<file path="config.mk">
export PLATFORM = sky130hd
export DESIGN_NAME = gmii_tx_framer_flat
export DESIGN_NICKNAME = d
export VERILOG_FILES = /design/src/rtl/eth_pkg.sv /design/src/rtl/gmii_tx_framer_if.sv /design/src/rtl/crc32_d8.sv /design/src/rtl/gmii_tx_framer.sv /design/src/flat_wrapper.sv
export SDC_FILE = /design/constraint.sdc
export NUM_CORES = 1
export LEC_CHECK = 0
export ABC_AREA = 1
export BUFFER_PORTS_ARGS = -buffer_cell sky130_fd_sc_hd__buf_4
export CAP_MARGIN = 20
export CORE_MARGIN = 2
export CORE_UTILIZATION = 59
export DETAILED_ROUTE_END_ITERATION = 6
export GPL_ROUTABILITY_DRIVEN = 0
export PLACE_DENSITY = 0.78
export SLEW_MARGIN = 20
export SYNTH_ARGS = -nofsm -noshare
export SYNTH_HDL_FRONTEND = slang
export SYNTH_SLANG_ARGS = --single-unit
</file>
<file path="constraint.sdc">
create_clock -name gmii_tx_clk -period 4.51 [get_ports gmii_tx_clk]
set_input_delay 0.902 -clock gmii_tx_clk [delete_from_list [all_inputs] [get_ports gmii_tx_clk]]
set_output_delay 0.902 -clock gmii_tx_clk [all_outputs]
set_load 0.01 [all_outputs]
</file>
<file path="src/rtl/eth_pkg.sv">
// Shared Ethernet constants and types for the GMII transmit path.
//   ETH_PREAMBLE / ETH_SFD : preamble and start-of-frame-delimiter bytes
//   CRC32_INIT / POLY_R    : CRC-32 seed and reflected polynomial
//   cnt_t                  : 11-bit saturating frame/phase counter type
//   tx_state_t             : framer FSM state encoding
package eth_pkg;

    localparam logic [7:0]  ETH_PREAMBLE = 8'h55;
    localparam logic [7:0]  ETH_SFD      = 8'hD5;
    localparam logic [31:0] CRC32_INIT   = 32'hFFFF_FFFF;
    localparam logic [31:0] CRC32_POLY_R = 32'hEDB8_8320;

    localparam int CNT_W = 11;
    typedef logic [CNT_W-1:0] cnt_t;
    localparam cnt_t CNT_MAX = '1;

    typedef enum logic [2:0] {
        ST_IDLE,
        ST_PRE,
        ST_SFD,
        ST_DATA,
        ST_PAD,
        ST_FCS,
        ST_IFG,
        ST_DROP
    } tx_state_t;

endpackage

</file>
<file path="src/rtl/gmii_tx_framer_if.sv">
// Byte-stream handshake between the packet builder and the GMII framer.
//   s_data  : frame byte, destination MAC first
//   s_valid : s_data valid
//   s_last  : last byte of the frame
//   s_ready : byte accepted when s_valid && s_ready
// master = packet source, slave = framer.
interface gmii_tx_framer_if;

    logic [7:0] s_data;
    logic       s_valid;
    logic       s_last;
    logic       s_ready;

    modport master (output s_data, output s_valid, output s_last, input s_ready);
    modport slave  (input s_data, input s_valid, input s_last, output s_ready);

endinterface

</file>
<file path="src/rtl/crc32_d8.sv">
// Combinational CRC-32 next-state function, one byte per clock.
// Reflected (LSB-first) form; the caller owns the CRC register.
//   crc_in  : current CRC register
//   data    : byte to absorb, bit 0 first
//   crc_out : CRC register after absorbing data
module crc32_d8
    import eth_pkg::*;
(
    input  logic [31:0] crc_in,
    input  logic [7:0]  data,
    output logic [31:0] crc_out
);

    // NOTE: crc_out is given a value before the loop on every evaluation, so
    // no path leaves it unassigned and no latch is inferred.
    always_comb begin
        crc_out = crc_in;
        for (int i = 0; i < 8; i++) begin
            crc_out = (crc_out >> 1) ^ ((crc_out[0] ^ data[i]) ? CRC32_POLY_R : 32'h0);
        end
    end

endmodule

</file>
<file path="src/rtl/gmii_tx_framer.sv">
// GMII transmit framer: wraps an upstream byte stream with preamble/SFD,
// zero-pads short frames, appends the CRC-32 FCS and enforces the IFG.
//   gmii_tx_clk : 125 MHz GMII transmit clock
//   rst         : synchronous, active-high reset
//   up          : upstream byte stream (slave side)
//   gmii_tx_dv  : GMII transmit enable (registered)
//   gmii_txd    : GMII transmit data (registered)
//   tx_busy     : high whenever the FSM is not idle
//   tx_done     : one-cycle pulse on the first idle cycle after the FCS
//   underrun    : one-cycle pulse when the source stalls mid-frame
module gmii_tx_framer
    import eth_pkg::*;
#(
    parameter int PREAMBLE_LEN = 7,
    parameter int MIN_FRAME    = 60,
    parameter int IFG_BYTES    = 12
) (
    input  logic            gmii_tx_clk,
    input  logic            rst,
    gmii_tx_framer_if.slave up,
    output logic            gmii_tx_dv,
    output logic [7:0]      gmii_txd,
    output logic            tx_busy,
    output logic            tx_done,
    output logic            underrun
);

    localparam cnt_t PRE_CNT = cnt_t'(PREAMBLE_LEN);
    localparam cnt_t MIN_CNT = cnt_t'(MIN_FRAME);
    localparam cnt_t IFG_CNT = cnt_t'(IFG_BYTES);

    tx_state_t   state;
    cnt_t        cnt;        // preamble / byte / FCS / IFG counter, reused per phase
    cnt_t        cnt_inc;
    logic [31:0] crc;
    logic [31:0] crc_next;
    logic [31:0] fcs_word;
    logic [7:0]  crc_byte;
    logic [7:0]  fcs_byte;

    // The state names what gets launched on the next edge, so the byte
    // accepted in DATA leaves the output register one cycle later.
    assign up.s_ready = (state == ST_DATA) || (state == ST_DROP);
    assign tx_busy    = (state != ST_IDLE);

    // Saturating increment: the byte count only ever compares against MIN_FRAME.
    assign cnt_inc  = (cnt == CNT_MAX) ? cnt : cnt + cnt_t'(1);

    assign crc_byte = (state == ST_PAD) ? 8'h00 : up.s_data;
    assign fcs_word = ~crc;
    assign fcs_byte = fcs_word[{cnt[1:0], 3'b000} +: 8];

    crc32_d8 u_crc (
        .crc_in  (crc),
        .data    (crc_byte),
        .crc_out (crc_next)
    );

    // NOTE: every register here uses <= so all branches see pre-edge values
    // and later assignments in a branch cleanly override earlier defaults.
    always_ff @(posedge gmii_tx_clk) begin
        if (rst) begin
            state      <= ST_IDLE;
            cnt        <= '0;
            crc        <= CRC32_INIT;
            gmii_tx_dv <= 1'b0;
            gmii_txd   <= 8'h00;
            tx_done    <= 1'b0;
            underrun   <= 1'b0;
        end else begin
            tx_done  <= 1'b0;
            underrun <= 1'b0;
            unique case (state)
                ST_IDLE: begin
                    gmii_tx_dv <= 1'b0;
                    gmii_txd   <= 8'h00;
                    if (up.s_valid) begin
                        // First preamble byte is launched from IDLE itself.
                        gmii_tx_dv <= 1'b1;
                        gmii_txd   <= ETH_PREAMBLE;
                        cnt        <= cnt_t'(1);
                        state      <= (PRE_CNT > cnt_t'(1)) ? ST_PRE : ST_SFD;
                    end
                end
                ST_PRE: begin
                    gmii_txd <= ETH_PREAMBLE;
                    cnt      <= cnt_inc;
                    if (cnt_inc == PRE_CNT) state <= ST_SFD;
                end
                ST_SFD: begin
                    gmii_txd <= ETH_SFD;
                    crc      <= CRC32_INIT;
                    cnt      <= '0;
                    state    <= ST_DATA;
                end
                ST_DATA: begin
                    if (up.s_valid) begin
                        gmii_txd <= up.s_data;
                        crc      <= crc_next;
                        cnt      <= cnt_inc;
                        if (up.s_last) begin
                            if (cnt_inc < MIN_CNT) begin
                                state <= ST_PAD;
                            end else begin
                                cnt   <= '0;
                                state <= ST_FCS;
                            end
                        end
                    end else begin
                        // GMII cannot stall: abort the frame without an FCS.
                        gmii_tx_dv <= 1'b0;
                        gmii_txd   <= 8'h00;
                        underrun   <= 1'b1;
                        state      <= ST_DROP;
                    end
                end
                ST_PAD: begin
                    gmii_txd <= 8'h00;
                    crc      <= crc_next;
                    cnt      <= cnt_inc;
                    if (cnt_inc >= MIN_CNT) begin
                        cnt   <= '0;
                        state <= ST_FCS;
                    end
                end
                ST_FCS: begin
                    gmii_txd <= fcs_byte;
                    cnt      <= cnt_inc;
                    if (cnt[1:0] == 2'd3) begin
                        cnt   <= '0;
                        state <= ST_IFG;
                    end
                end
                ST_IFG: begin
                    gmii_tx_dv <= 1'b0;
                    gmii_txd   <= 8'h00;
                    // tx_dv still high on entry only when the last FCS byte is
                    // on the wire, which excludes the aborted-frame path.
                    tx_done    <= (cnt == '0) && gmii_tx_dv;
                    cnt        <= cnt_inc;
                    if (cnt_inc >= IFG_CNT) begin
                        cnt   <= '0;
                        state <= ST_IDLE;
                    end
                end
                ST_DROP: begin
                    gmii_tx_dv <= 1'b0;
                    gmii_txd   <= 8'h00;
                    if (up.s_valid && up.s_last) begin
                        cnt   <= '0;
                        state <= ST_IFG;
                    end
                end
            endcase
        end
    end

endmodule

</file>
<file path="src/flat_wrapper.sv">
// flat-port wrapper written by rule: the top's interface ports become plain ports
module gmii_tx_framer_flat import eth_pkg::*;
#(
    parameter int PREAMBLE_LEN = 7,
    parameter int MIN_FRAME    = 60,
    parameter int IFG_BYTES    = 12
)
  (gmii_tx_clk, rst, gmii_tx_dv, gmii_txd, tx_busy, tx_done, underrun, up_s_data, up_s_valid, up_s_last, up_s_ready);
  gmii_tx_framer_if up_i ();
  input  logic gmii_tx_clk;
  input  logic rst;
  output logic gmii_tx_dv;
  output logic [7:0] gmii_txd;
  output logic tx_busy;
  output logic tx_done;
  output logic underrun;
  input wire logic [$bits(up_i.s_data)-1:0] up_s_data;
  input wire logic [$bits(up_i.s_valid)-1:0] up_s_valid;
  input wire logic [$bits(up_i.s_last)-1:0] up_s_last;
  output wire logic [$bits(up_i.s_ready)-1:0] up_s_ready;
  assign up_i.s_data = up_s_data;
  assign up_i.s_valid = up_s_valid;
  assign up_i.s_last = up_s_last;
  assign up_s_ready = up_i.s_ready;
  gmii_tx_framer #(.PREAMBLE_LEN(PREAMBLE_LEN), .MIN_FRAME(MIN_FRAME), .IFG_BYTES(IFG_BYTES)) u_core (.gmii_tx_clk(gmii_tx_clk), .rst(rst), .up(up_i), .gmii_tx_dv(gmii_tx_dv), .gmii_txd(gmii_txd), .tx_busy(tx_busy), .tx_done(tx_done), .underrun(underrun));
endmodule
</file>
**After elaboration in Yosys (flattened, before gate mapping)**

Cells that the tools add are included.

- Add/subtract/negate cells: 1
- $lt $le $gt $ge: 3
- Eq/ne operators: 19
- Shifts and indexed selects: 1
- Mux-type cells: 38
- Bitwise logic cells: 19
- Reductions and logical operators: 16

Operators with widths:

| cell | count |
|---|---|
| 2-to-1 mux 32 bit | 9 |
| bitwise XOR 31 x 32 -> 32 bit | 8 |
| 2-to-1 mux 11 bit | 9 |
| case mux 32 bit (3 select lines) | 1 |
| case mux 11 bit (8 select lines) | 1 |
| case mux 8 bit (6 select lines) | 1 |
| NOT 32 bit | 1 |
| indexed part select 32 x 6 -> 8 bit | 1 |
| 2-to-1 mux 3 bit | 8 |
| case mux 3 bit (8 select lines) | 1 |
| 2-to-1 mux 8 bit | 2 |
| == test 3 bit, second input constant | 4 |
| adder 11 x 1 -> 11 bit, second input constant | 1 |
| == test 11 bit, second input constant | 1 |
| == test 11 x 3 -> 1 bit, second input constant | 1 |
| greater-or-equal comparator 11 x 4 -> 1 bit, second input constant | 1 |
| greater-or-equal comparator 11 x 6 -> 1 bit, second input constant | 1 |
| logical NOT 11 bit | 1 |
| < comparator 11 x 6 -> 1 bit, second input constant | 1 |
| inequality test 2 bit, second input constant | 5 |
| nonzero test 3 bit | 3 |
| bitwise XOR 1 bit | 8 |
| 2-to-1 mux 7 bit | 1 |
| AND reduction 7 bit | 1 |
| other kinds (15) | 26 |

- Flip-flop bits (word level): 57
- Input bits: 12
- Output and inout port bits: 13
- Word-level logic and storage cells: 104

**Depth between registers and ports, before layout**

Gate-level depths: netlist of run 1.

- Depth in word-level cells: 28
- Gate-level depth with buffers: 17
- Gate-level depth less buffers: 17

**Modules after synthesis**

Synthesis of run 1 repeated with hierarchy kept, for this count alone.

- Cells, all modules: 674
- Area, all modules: 4300.4 um^2

Modules (own cells, without submodules):

| module | times used | cells an instance | area an instance (um^2) | seq. area each (um^2) |
|---|---|---|---|---|
| gmii_tx_framer | 1 | 438 | 3021.6 | 1141.1 |
| crc32_d8 | 1 | 236 | 1278.7 | 0.0 |

**Worst setup path after synthesis of run 1**

Ideal clock, no wire load.

- Path type: input port to flip-flop
- Start point: in up_s_data[0]
- End point: reg u_core.crc[26]
- Library setup time: 0.134 ns
- Arrival time: 2.022 ns
- Data required time: 4.376 ns
- Setup slack: 2.354 ns
- Stages: 12
- Path buffers: 1
- Cells stage by stage: nand2_1 > nand2_1 > nand2_4 > buf_12 > xor2_4 > nand2_1 > nand2_2 > inv_2 > nor2_4 > nand2_1 > o211ai_1 > nand3_1

- Cells in the longest elaborated chain, start to end: 15

RTL lines:

| what | RTL line | RTL |
|---|---|---|
| start, declared | flat_wrapper.sv:17 | `input wire logic [$bits(up_i.s_data)-1:0] up_s_data;` |
| 2-to-1 mux 8 bit (*) | gmii_tx_framer.sv:49 | `assign crc_byte = (state == ST_PAD) ? 8'h00 : up.s_data;` |
| bitwise XOR 1 bit (*) | crc32_d8.sv:19 | `crc_out = (crc_out >> 1) ^ ((crc_out[0] ^ data[i]) ? CRC32_POLY_R : 32'h0);` |
| 2-to-1 mux 32 bit (*) | crc32_d8.sv:19 |  |
| bitwise XOR 31 x 32 -> 32 bit (*) (6 in a row) | crc32_d8.sv:19 |  |
| bitwise XOR 1 bit (*) | crc32_d8.sv:19 |  |
| 2-to-1 mux 32 bit (*) | crc32_d8.sv:19 |  |
| bitwise XOR 31 x 32 -> 32 bit (*) (2 in a row) | crc32_d8.sv:19 |  |
| 2-to-1 mux 32 bit | gmii_tx_framer.sv:97 | `if (up.s_valid) begin` |
| case mux 32 bit (3 select lines) (*) | gmii_tx_framer.sv:73 | `unique case (state)` |
| end signal, assigned | gmii_tx_framer.sv:99 | `crc <= crc_next;` |
| end signal, assigned | gmii_tx_framer.sv:119 | `crc <= crc_next;` |
| end, declared | gmii_tx_framer.sv:35 | `logic [31:0] crc;` |

Every way passes the cells marked *; elsewhere a longest branch is shown, timed or not. The select of a mux whose other input is x is not followed.
A chain may end at the register's enable or synchronous reset.

**Worst setup path in the final report of run 1**

- Start point: reg u_core.cnt[0]
- End point: reg u_core.cnt[9]

- Cells in the longest elaborated chain, start to end: 7
- Elaborated cells on any way between the ends: 14
- Those cells by class: add/sub (1); order compare (3); eq/ne (2); mux (8)

RTL lines:

| what | RTL line | RTL |
|---|---|---|
| start, declared | gmii_tx_framer.sv:33 | `cnt_t cnt;` |
| start signal, assigned | gmii_tx_framer.sv:81 | `cnt <= cnt_t'(1);` |
| start signal, assigned | gmii_tx_framer.sv:87 | `cnt <= cnt_inc;` |
| start signal, assigned | gmii_tx_framer.sv:100 | `cnt <= cnt_inc;` |
| adder 11 x 1 -> 11 bit / == test 11 bit (equally long branches) | gmii_tx_framer.sv:47 | `assign cnt_inc = (cnt == CNT_MAX) ? cnt : cnt + cnt_t'(1);` |
| 2-to-1 mux 11 bit | gmii_tx_framer.sv:47 |  |
| < comparator 11 x 6 -> 1 bit | gmii_tx_framer.sv:102 | `if (cnt_inc < MIN_CNT) begin` |
| 2-to-1 mux 11 bit | gmii_tx_framer.sv:102 |  |
| 2-to-1 mux 11 bit | gmii_tx_framer.sv:101 | `if (up.s_last) begin` |
| 2-to-1 mux 11 bit | gmii_tx_framer.sv:97 |  |
| case mux 11 bit (8 select lines) (*) | gmii_tx_framer.sv:73 |  |

Marks and branches as above.

==> reports/metrics.cfg, run 1 <==
[routing]
finalWirelength_mm = 11.45
wl_per_cell_um = 15.70
route.detailed.drc = 0
dr.pass1.iters = 5
via_count = 4109
ant_nets = 0
drt-initial-drc-count = 336
viasPerCell = 5.636

[critical_path]
path_class = flop to flop
r2r_start = u_core.cnt[0]
cp_max_fo = 19
crit_path_top_delay_cell = dfxtp_1
path_cells = ha_1 > nand2_1 > nor2_2 > nand3_1 > o21ai_0 > nand3_1 > nand2_1 > nand2_1 > nand2_1 > nand3_1 > nand3_1 > a21oi_1
critical_path_buf_inv_count = 0
cpLargestDelayFamily = simple AND/OR/NAND/NOR gates
ff2ff_path_depth = 12
reg2reg_slack_ps = 1310
critPathRequiredTime_ps = 4740
slowest_delay_ps = 820
critPathArrivalTime_ps = 3430
crit_path_start_kind = flop
r2r_end = u_core.cnt[9]
critPathCaptureType = flop

[min_path]
hold_end = u_core.crc[25]
min_path_cells = 2
min_from = u_core.crc[25]
min_path_type = flop to flop

[floorplanning]
die_h_um = 88.18
ioPinCount = 25
num_rows = 30
core-area_um2 = 6832
die_w_um = 88.18
floorplan.die_area_um2 = 7775
initial_core_util_pct = 61.19

[cts]
cts-root-buf = clkbuf_8
cts_buffers = 9
cts_num_sinks = 57
clkTransAtPathRegs_ps = 80
cts_buffer_depth = 2
cts_resized = 0
cts_hold_buffers = 0
htree_levels = 3
cts_tree = built
clk_latency_ps = 350
cts_setup_buffers = 0

[synth]
synth_nets = 626
syn_area_per_cell_um2 = 6.842
synth_area_um2 = 4180
syn_inst = 611
ys_seq_elements = 57
synth_warnings = 0
yosysUniqueCellTypes = 41
yosysSeqAreaShare_pct = 27.30

[sta]
fin_setup_tns_ps = 0
tightest_slew_ps = 767.9
rsz0062_at_grt = false
slew_headroom_pct = 48.53
fmax_mhz = 312.3
fin_crit_sh_pct = 71.00
layout_min_cycle_time_ps = 3202
hold_slack_ps = 486.8
finalHoldViolCount = 0
fin_skew_ps = 13.58
drv_slew = 0
setup_violations = 0

[finish]
post-route-cell-area_um2 = 4643
area_growth_pct = 11.07
layout-drive-gt1-share_pct = 13.11
finalNetCount = 643
n_antenna_cell = 0

[placement]
port_buffers = 24
place_area_um2 = 4400
dp_hpwl_mm = 7.974

[pwr]
p_per_area_nw_per_um2 = 781.2
p_leak_uw = 0.002169
ir_worst_vdd_mv = 0.5009

[job]
drv_cap = 0

[grt]
grt_max_degree = 47
overflow = 0
grt_pass1_vias = 3812
grt_first_pass_wirelength_mm = 18.64
track_usage_pct = 31.16
antenna_found_initial = 0

[status]
status = completed

==> per-layer routing <==
| metal | global-route usage [%] | wire length (um) | up-vias |
|---|---|---|---|
| met5 | 0 | 0 | - |
| met4 | 11.98 | 226 | 0 |
| met3 | 4.241 | 987 | 30 |
| met2 | 51.13 | 5350 | 212 |
| met1 | 41.61 | 4882 | 1861 |
| li1 | - | - | 2006 |
==> Yosys cell counts, drive strengths merged <==
cell type / count / area share [%]
nand2: 165 / 16
inv: 72 / 6.5
dfxtp: 57 / 27
nor2: 50 / 4.8
o21ai: 50 / 6.0
nand3: 48 / 6.2
xor2: 44 / 13
a21oi: 32 / 3.8
o211ai: 23 / 4.1
clkbuf: 15 / 1.3
xnor2: 12 / 3.1
buf: 8 / 1.5
a31oi: 5 / 0.75
nand4: 5 / 0.75
clkinv: 4 / 0.48
nor3: 4 / 0.60
a211oi: 3 / 0.54
a32oi: 3 / 0.63
ha: 3 / 0.90
nand3b: 2 / 0.36
nor4: 2 / 0.30
o21a: 1 / 0.18
o21bai: 1 / 0.18
o221ai: 1 / 0.21
or2: 1 / 0.15
==> cells in the final DEF (no fill, tap or decap), types with 2 or more instances in the layout <==
master      Yosys  routed
clkbuf_8        0       9
nand2_4         5       5
a31oi_1         5       5
nand3_1        46      46
xor2_2          7       7
nand3b_1        2       2
nor2_1         47      47
o21ai_1         6       6
inv_1          69      69
xor2_4          6       6
clkinv_4        1       2
clkinv_1        3       3
buf_4           0      29
xor2_1         31      31
nor4_1          2       2
dfxtp_1        57      57
a32oi_1         3       3
clkinvlp_4      0       2
o21ai_0        44      44
nand2_2         8       8
o211ai_1       23      23
bufinv_16       0       3
a21oi_1        32      32
nand4_1         5       5
nor3_1          3       3
ha_1            3       3
a211oi_1        3       3
inv_2           3       3
nor2_2          2       2
xnor2_1        10      10
nand2_1       152     152
==> registers in the layout, summed over array words and instances, names as in the netlist, named ones only <==
name	count
u_core.state	2
u_core.gmii_tx_dv	1
u_core.gmii_txd	8
u_core.tx_done	1
u_core.underrun	1
u_core.cnt	11
u_core.crc	32
==> where the power goes <==
group	switching [uW]	internal, uW
Combinational	1430	763
Clock	235	367
Sequential	168	666
==> how the worst max path moves through the flow <==
stage                             start        endpoint  depth (start not counted)
final                     u_core.cnt[0]   u_core.cnt[9]                         12
after global routing      u_core.cnt[0]   u_core.cnt[8]                         12
after CTS                 u_core.cnt[0]   u_core.cnt[8]                         12
after detailed placement  u_core.cnt[0]   u_core.cnt[8]                         12
after global placement    u_core.cnt[0]   u_core.cnt[8]                         14
after floorplan            up_s_data[0]  u_core.crc[26]                         12
==> tightest hold or removal path, stage by stage (launching register included) <==
cell and delay [ps]:
dfxtp_1 340, nand2_1 60, nand3_1 70
==> cell type report <==
type,count,area [um2]
multi-input cells,455,2631
clock buffers,9,123.9
fillers,606,2188
clock inverters,7,118.9
flip-flops and latches,57,1141
repair buffers,29,217.7
inverters,76,290.3
well taps,96,120.1
==> kinds of logic (layout without fill, tap and decap cells) <==
group	count (synthesis)	after routing	share of synthesized area (%)
AND/OR/NAND/NOR	277	277	29.30
AO/OA/AOI/OAI	119	119	16.43
buffers and inverters	99	121	9.758
flip-flops	57	57	27.30
XOR/XNOR	56	56	16.31
adder cells (fa/ha/maj)	3	3	0.8980
==> metrics by stage <==
| stage | instances | utilization (%) | setup slack, ps | power, uW |
|---|---|---|---|---|
| 2_1_floorplan | 611 | - | 2354 | 2525 |
| 3_3_place_gp | 713 | 64.41 | 1506 | 2907 |
| 3_5_place_dp | 713 | 64.41 | 1459 | 2973 |
| 4_1_cts | 729 | 67.97 | 1438 | 3591 |
| 5_1_grt | 729 | 67.97 | 1084 | 3922 |
| 6_report | 729 | 67.97 | 1308 | 3627 |
Note: power is estimated with default switching activity, not from simulation.
==> run 2: changes to the inputs <==
--- a/config.mk
+++ b/config.mk
@@ -9,10 +9,10 @@
 export BUFFER_PORTS_ARGS = -buffer_cell sky130_fd_sc_hd__buf_4
 export CAP_MARGIN = 20
 export CORE_MARGIN = 2
-export CORE_UTILIZATION = 59
+export CORE_UTILIZATION = 56
 export DETAILED_ROUTE_END_ITERATION = 6
 export GPL_ROUTABILITY_DRIVEN = 0
-export PLACE_DENSITY = 0.78
+export PLACE_DENSITY = 0.77
 export SLEW_MARGIN = 20
 export SYNTH_ARGS = -nofsm -noshare
 export SYNTH_HDL_FRONTEND = slang
==> constraint.sdc (replaced) <==
create_clock -name gmii_tx_clk -period 2.9 [get_ports gmii_tx_clk]
set_input_delay 0.58 -clock gmii_tx_clk [delete_from_list [all_inputs] [get_ports gmii_tx_clk]]
set_output_delay 0.58 -clock gmii_tx_clk [all_outputs]
set_load 0.01 [all_outputs]
==> reports/metrics.cfg, run 2 (synthesis results as in run 1) <==
[sta]
layout_min_cycle_time_ps = 2530  ; was 3202 ps
setup_violations = 0  ; unchanged
finalHoldViolCount = 0  ; unchanged
fmax_mhz = 395.2  ; was 312.3 MHz
slew_headroom_pct = 56.13  ; was 48.53%
fin_setup_tns_ps = 0  ; unchanged
drv_slew = 0  ; unchanged
tightest_slew_ps = 654.0  ; was 767.9 ps
fin_skew_ps = 9.838  ; was 13.58 ps
final.setup.worst_slack_ps = 369.8  ; was 1308 ps
fin_crit_sh_pct = 87.25  ; was 71.00%
rsz0062_at_grt = false  ; unchanged

[critical_path]
cp_max_fo = 11  ; was 19
critPathArrivalTime_ps = 2800  ; was 3430 ps
path_cells = clkinv_4 > nand2_1 > nor2_1 > inv_1 > nor2_1 > inv_1 > nand2_1 > nor2_1 > inv_1 > nor2_1 > nand3_1 > a21oi_1  ; was ha_1 > nand2_1 > nor2_2 > nand3_1 > o21ai_0 > nand3_1 > nand2_1 > nand2_1 > nand2_1 > nand3_1 > nand3_1 > a21oi_1
slowest_delay_ps = 500  ; was 820 ps
critPathRequiredTime_ps = 3170  ; was 4740 ps
r2r_end = u_core.cnt[10]  ; was u_core.cnt[9]
crit_path_top_delay_cell = nor2_1  ; was dfxtp_1
path_class = flop to flop  ; unchanged
r2r_start = u_core.state[1]  ; was u_core.cnt[0]
reg2reg_slack_ps = 370  ; was 1310 ps
critPathCaptureType = flop  ; unchanged
path_common_cell = nor2_1
crit_path_start_kind = flop  ; unchanged
ff2ff_path_depth = 12  ; unchanged

[finish]
fin_cells = 737  ; was 729
area_growth_pct = 11.73  ; was 11.07%
top_regs = u_core.crc (32), u_core.cnt (11), u_core.gmii_txd (8)  ; unchanged
finalNetCount = 648  ; was 643
regMostFlops = u_core.crc  ; unchanged
largest_reg_flops = 32  ; unchanged
layout-drive-gt1-share_pct = 13.79  ; was 13.11%
postLayoutCoreUtil_pct = 64.40  ; was 67.97%
n_antenna_cell = 0  ; unchanged
layout_common_cells = nand2_1 (152), inv_1 (69), dfxtp_1 (57), nor2_1 (47), nand3_1 (46)  ; unchanged
final_common_cell = nand2_1  ; unchanged

[routing]
via_count = 4229  ; was 4109
ant_nets = 0  ; unchanged
drt-initial-drc-count = 405  ; was 336
dr.pass1.iters = 7  ; was 5
route.detailed.drc = 0  ; unchanged
wl_per_cell_um = 16.05  ; was 15.70 um
finalWirelength_mm = 11.83  ; was 11.45 mm
viasPerCell = 5.738  ; was 5.636

[min_path]
hold_end = u_core.crc[21]  ; was u_core.crc[25]
min_from = u_core.crc[21]  ; was u_core.crc[25]
min_path_type = flop to flop  ; unchanged
min_path_cells = 2  ; unchanged

[status]
status = completed  ; unchanged

[pwr]
ir_worst_vdd_mv = 0.9222  ; was 0.5009 mV
p_clk_share_pct = 15.3  ; was 16.6%
p_sw_uw = 2874  ; was 1832 uW
switching_share_pct = 50.90  ; was 50.50%
seqPwrFrac_pct = 22.5  ; was 23.0%
total_power_uw = 5646  ; was 3627 uW
p_int_uw = 2772  ; was 1795 uW
power_frac_comb_pct = 62.1  ; was 60.4%
p_per_area_nw_per_um2 = 1209  ; was 781.2 nW/um2
p_leak_uw = 0.002194  ; was 0.002169 uW

[cts]
clkTransAtPathRegs_ps = 60  ; was 80 ps
cts_resized = 0  ; unchanged
cts_buffers = 9  ; unchanged
cts_tree = built  ; unchanged
cts_num_sinks = 57  ; unchanged
cts_setup_buffers = 0  ; unchanged
htree_levels = 3  ; unchanged
cts_hold_buffers = 0  ; unchanged
clk_latency_ps = 350  ; about the same
cts_buffer_depth = 2  ; unchanged
cts-root-buf = clkbuf_8  ; unchanged

[placement]
dp_hpwl_mm = 8.449  ; was 7.974 mm
port_buffers = 24  ; unchanged
post-place-ws_ps = 453.3  ; was 1459 ps
post-place-cells = 721  ; was 713

[floorplanning]
die_w_um = 90.40  ; was 88.18 um
num_rows = 31  ; was 30
initial_core_util_pct = 57.63  ; was 61.19%
die_h_um = 90.40  ; was 88.18 um
floorplan.die_area_um2 = 8172  ; was 7775 um2
core-area_um2 = 7253  ; was 6832 um2
ioPinCount = 25  ; unchanged

[grt]
overflow = 0  ; unchanged
grt_max_degree = 46  ; was 47
antenna_found_initial = 0  ; unchanged
grt_pass1_vias = 3996  ; was 3812
track_usage_pct = 30.12  ; was 31.16%
grt_first_pass_wirelength_mm = 19.70  ; was 18.64 mm

[job]
drv_cap = 0  ; unchanged

## run 2: cell count changes in the layout (fill, tap and decap cells not counted), sizes merged
cell      delta
buf          +5
bufinv       -1
clkbuf       +2
clkinvlp     -1
## run 2: cell type report
class | instances | area (um2)
Clock buffer | 11 | 151.4
Clock inverter | 5 | 77.57
Fill cell | 658 | 2582
Inverter | 76 | 290.3
Multi-Input combinational cell | 455 | 2631
Sequential cell | 57 | 1141
Tap cell | 99 | 123.9
Timing Repair Buffer | 34 | 255.2
## run 2: power groups by stage
stage | sequential (uW) | combinational [uW] | clock [uW]
2_1_floorplan | 1220 | 2710 | 0
3_3_place_gp | 1270 | 3350 | 0
3_5_place_dp | 1270 | 3400 | 0
4_1_cts | 1260 | 3450 | 884
5_1_grt | 1290 | 3870 | 917
6_report | 1270 | 3510 | 866
## run 2: worst max-delay path by stage
stage                     from              to  slack, ps  depth (start not counted)
2_1_floorplan  u_core.state[1]  u_core.crc[26]        960                         15
3_3_place_gp   u_core.state[1]  u_core.crc[16]        500                         10
3_5_place_dp   u_core.state[1]  u_core.cnt[10]        450                         12
4_1_cts        u_core.state[1]  u_core.cnt[10]        430                         12
5_1_grt        u_core.state[1]  u_core.cnt[10]         90                         12
6_report       u_core.state[1]  u_core.cnt[10]        370                         12
## run 2: metal layers
metal,global-route usage (%),share of wire [%],vias up
li1,-,-,2019
met1,40.27,44,1952
met2,47.06,44,236
met3,9.015,10,22
met4,9.103,1.9,0
met5,0,0,-
## run 2: per-stage QoR
stage | hold slack, ps | area (um2)
5_1_grt | 503.9 | 4671
2_1_floorplan | 442.0 | 4180
4_1_cts | 474.4 | 4671
3_5_place_dp | 467.1 | 4442
6_report | 480.7 | 4671
3_3_place_gp | 457.0 | 4442
## run 2: worst max-delay path: cells and delay by family (launching register included)
kind,cells,cell delay (ps)
DFF,1,490
AOI/OAI and AO/OA,1,140
buffers and inverters,4,550
and+or+nand+nor,7,1280
==> run 3: changes to the inputs <==
--- a/config.mk
+++ b/config.mk
@@ -9,10 +9,11 @@
 export BUFFER_PORTS_ARGS = -buffer_cell sky130_fd_sc_hd__buf_4
 export CAP_MARGIN = 20
 export CORE_MARGIN = 2
-export CORE_UTILIZATION = 56
+export CORE_UTILIZATION = 57
+export CTS_BUF_LIST = sky130_fd_sc_hd__clkbuf_4 sky130_fd_sc_hd__clkbuf_8
 export DETAILED_ROUTE_END_ITERATION = 6
 export GPL_ROUTABILITY_DRIVEN = 0
-export PLACE_DENSITY = 0.77
+export PLACE_DENSITY = 0.78
 export SLEW_MARGIN = 20
 export SYNTH_ARGS = -nofsm -noshare
 export SYNTH_HDL_FRONTEND = slang
==> reports/metrics.cfg, run 3 (synthesis results as in run 1) <==
[status]
status = finished with violations  ; was completed
failed_checks = design-rule violations

[finish]
area_growth_pct = 11.28  ; was 11.73%
finalNetCount = 650  ; was 648
layout_common_cells = nand2_1 (152), inv_1 (69), dfxtp_1 (57), nor2_1 (47), nand3_1 (46)  ; unchanged
largest_reg_flops = 32  ; unchanged
top_regs = u_core.crc (32), u_core.cnt (11), u_core.gmii_txd (8)  ; unchanged
n_antenna_cell = 0  ; unchanged
nFillCells = 646  ; was 658
final_common_cell = nand2_1  ; unchanged
regMostFlops = u_core.crc  ; unchanged
post-route-cell-area_um2 = 4652  ; was 4671 um2
layout-drive-gt1-share_pct = 14.06  ; was 13.79%

[critical_path]
critical_path_buf_inv_count = 2  ; was 4
path_class = flop to flop  ; unchanged
cp_max_fo = 18  ; was 11
r2r_end = u_core.cnt[1]  ; was u_core.cnt[10]
r2r_start = u_core.cnt[0]  ; was u_core.state[1]
path_common_cell = nand2_1  ; was nor2_1
critPathCaptureType = flop  ; unchanged
ff2ff_path_depth = 15  ; was 12
critPathLaunch = u_core.cnt[0]  ; was u_core.state[1]
slowest_delay_ps = 340  ; was 500 ps
critPathRequiredTime_ps = 3180  ; was 3170 ps
cpLargestDelayFamily = simple AND/OR/NAND/NOR gates  ; unchanged
crit_path_top_delay_cell = dfxtp_1  ; was nor2_1
path_cells = buf_4 > nand3_1 > nor2_1 > nand2_1 > nand2_1 > nand2_1 > nor2_1 > inv_1 > nor2_1 > nand2_1 > nand2_1 > nand2_1 > nand3_1 > nand3_1 > a21oi_1  ; was clkinv_4 > nand2_1 > nor2_1 > inv_1 > nor2_1 > inv_1 > nand2_1 > nor2_1 > inv_1 > nor2_1 > nand3_1 > a21oi_1
reg2reg_slack_ps = 350  ; was 370 ps
crit_path_start_kind = flop  ; unchanged
critPathArrivalTime_ps = 2830  ; was 2800 ps

[sta]
fin_skew_ps = 13.17  ; was 9.838 ps
rsz0062_at_grt = false  ; unchanged
fmax_mhz = 391.8  ; was 395.2 MHz
slew_headroom_pct = 46.37  ; was 56.13%
finalHoldViolCount = 0  ; unchanged
tightest_slew_ps = 800.1  ; was 654.0 ps
layout_min_cycle_time_ps = 2552  ; was 2530 ps
drv_slew = 0  ; unchanged
fin_crit_sh_pct = 88.01  ; was 87.25%
fin_setup_tns_ps = 0  ; unchanged
setup_violations = 0  ; unchanged

[cts]
cts-root-buf = clkbuf_8  ; unchanged
cts_setup_buffers = 0  ; unchanged
cts_buffer_depth = 2  ; unchanged
cts_tree = built  ; unchanged
cts_num_sinks = 57  ; unchanged
clkTransAtPathRegs_ps = 70  ; was 60 ps
htree_levels = 3  ; unchanged
cts_hold_buffers = 0  ; unchanged
clk_latency_ps = 360  ; was 350 ps
cts_buffers = 9  ; unchanged
cts_resized = 0  ; unchanged

[min_path]
min_path_type = flop to flop  ; unchanged
hold_end = u_core.crc[25]  ; was u_core.crc[21]
min_path_cells = 2  ; unchanged
min_from = u_core.crc[25]  ; was u_core.crc[21]

[pwr]
power_frac_comb_pct = 63.5  ; was 62.1%
p_clk_share_pct = 13.7  ; was 15.3%
p_per_area_nw_per_um2 = 1195  ; was 1209 nW/um2
ir_worst_vdd_mv = 0.6323  ; was 0.9222 mV
p_sw_uw = 2882  ; was 2874 uW
p_int_uw = 2676  ; was 2772 uW
seqPwrFrac_pct = 22.8  ; was 22.5%
switching_share_pct = 51.85  ; was 50.90%
p_leak_uw = 0.002190  ; was 0.002194 uW

[placement]
port_buffers = 24  ; unchanged
place_area_um2 = 4457  ; was 4442 um2
dp_hpwl_mm = 8.589  ; was 8.449 mm

[floorplanning]
num_rows = 31  ; unchanged
core-area_um2 = 7176  ; was 7253 um2
floorplan.die_area_um2 = 8034  ; was 8172 um2
die_h_um = 89.64  ; was 90.40 um
ioPinCount = 25  ; unchanged
die_w_um = 89.64  ; was 90.40 um
initial_core_util_pct = 58.26  ; was 57.63%

[routing]
route.detailed.drc = 8  ; was 0
drt-initial-drc-count = 513  ; was 405
viasPerCell = 5.788  ; was 5.738
ant_nets = 0  ; unchanged
finalWirelength_mm = 11.83  ; about the same
wl_per_cell_um = 16.01  ; was 16.05 um
via_count = 4277  ; was 4229
dr.pass1.iters = 7  ; unchanged

[grt]
overflow = 0  ; unchanged
grt_max_degree = 32  ; was 46
grt_first_pass_wirelength_mm = 18.93  ; was 19.70 mm
antenna_found_initial = 0  ; unchanged
track_usage_pct = 31.08  ; was 30.12%
grt_pass1_vias = 3825  ; was 3996

[job]
drv_cap = 0  ; unchanged

-- run 3: cell types whose count changed in the layout (fill, tap and decap cells not counted) --
cell / delta
clkbuf_8: -1
buf_4: +2
clkinv_2: +2
bufinv_16: -1
-- run 3: layout make-up --
| cell class | count | area [um2] | share of cell area [%] |
|---|---|---|---|
| multi-input combinational | 455 | 2631 | 56.56 |
| sequential | 57 | 1141 | 24.53 |
| inverter | 76 | 290.3 | 6.240 |
| timing repair buffer | 36 | 270.3 | 5.810 |
| clock buffer | 10 | 137.6 | 2.959 |
| tap | 99 | 123.9 | 2.663 |
| clock inverter | 6 | 57.56 | 1.237 |
-- run 3: worst max path at each step --
stage                                 to  slack [ps]  depth (start not counted)
after floorplan           u_core.crc[26]         960                         15
after global placement    u_core.crc[16]         510                         10
after detailed placement   u_core.cnt[9]         470                         12
after CTS                  u_core.cnt[1]         430                         12
after global routing       u_core.cnt[9]         100                         12
final                      u_core.cnt[1]         350                         15
-- run 3: power by group through the flow --
stage / Combinational (uW) / Sequential (uW) / Clock, uW
after floorplan: 2710 / 1220 / 0
after global placement: 3360 / 1270 / 0
after detailed placement: 3420 / 1280 / 0
after CTS: 3450 / 1260 / 772
after global routing: 3900 / 1290 / 806
final: 3530 / 1270 / 762
-- run 3: through the flow --
stage	total power (uW)	util, %	std cells	hold WS, ps	setup WS, ps
global route	6000	64.83	739	522.5	99.91
floorplan	3927	-	611	442.0	958.3
finish	5558	64.83	739	476.8	347.8
detailed placement	4691	62.11	723	460.3	466.3
CTS	5480	64.83	739	474.1	429.4
global placement	4629	62.11	723	454.5	509.6
-- run 3: tightest hold or removal path, delay by kind of cell (launching register included) --
family	cells	cell delay, ps
DFF	1	330
and+or+nand+nor	2	130
-- run 3: per-layer routing --
metal | up-vias | global-route usage, % | wire length (um)
met5 | - | 0 | 0
met4 | 0 | 14.11 | 313
met3 | 34 | 5.210 | 1310
met2 | 283 | 47.46 | 5177
met1 | 1947 | 42.98 | 5030
li1 | 2013 | - | -
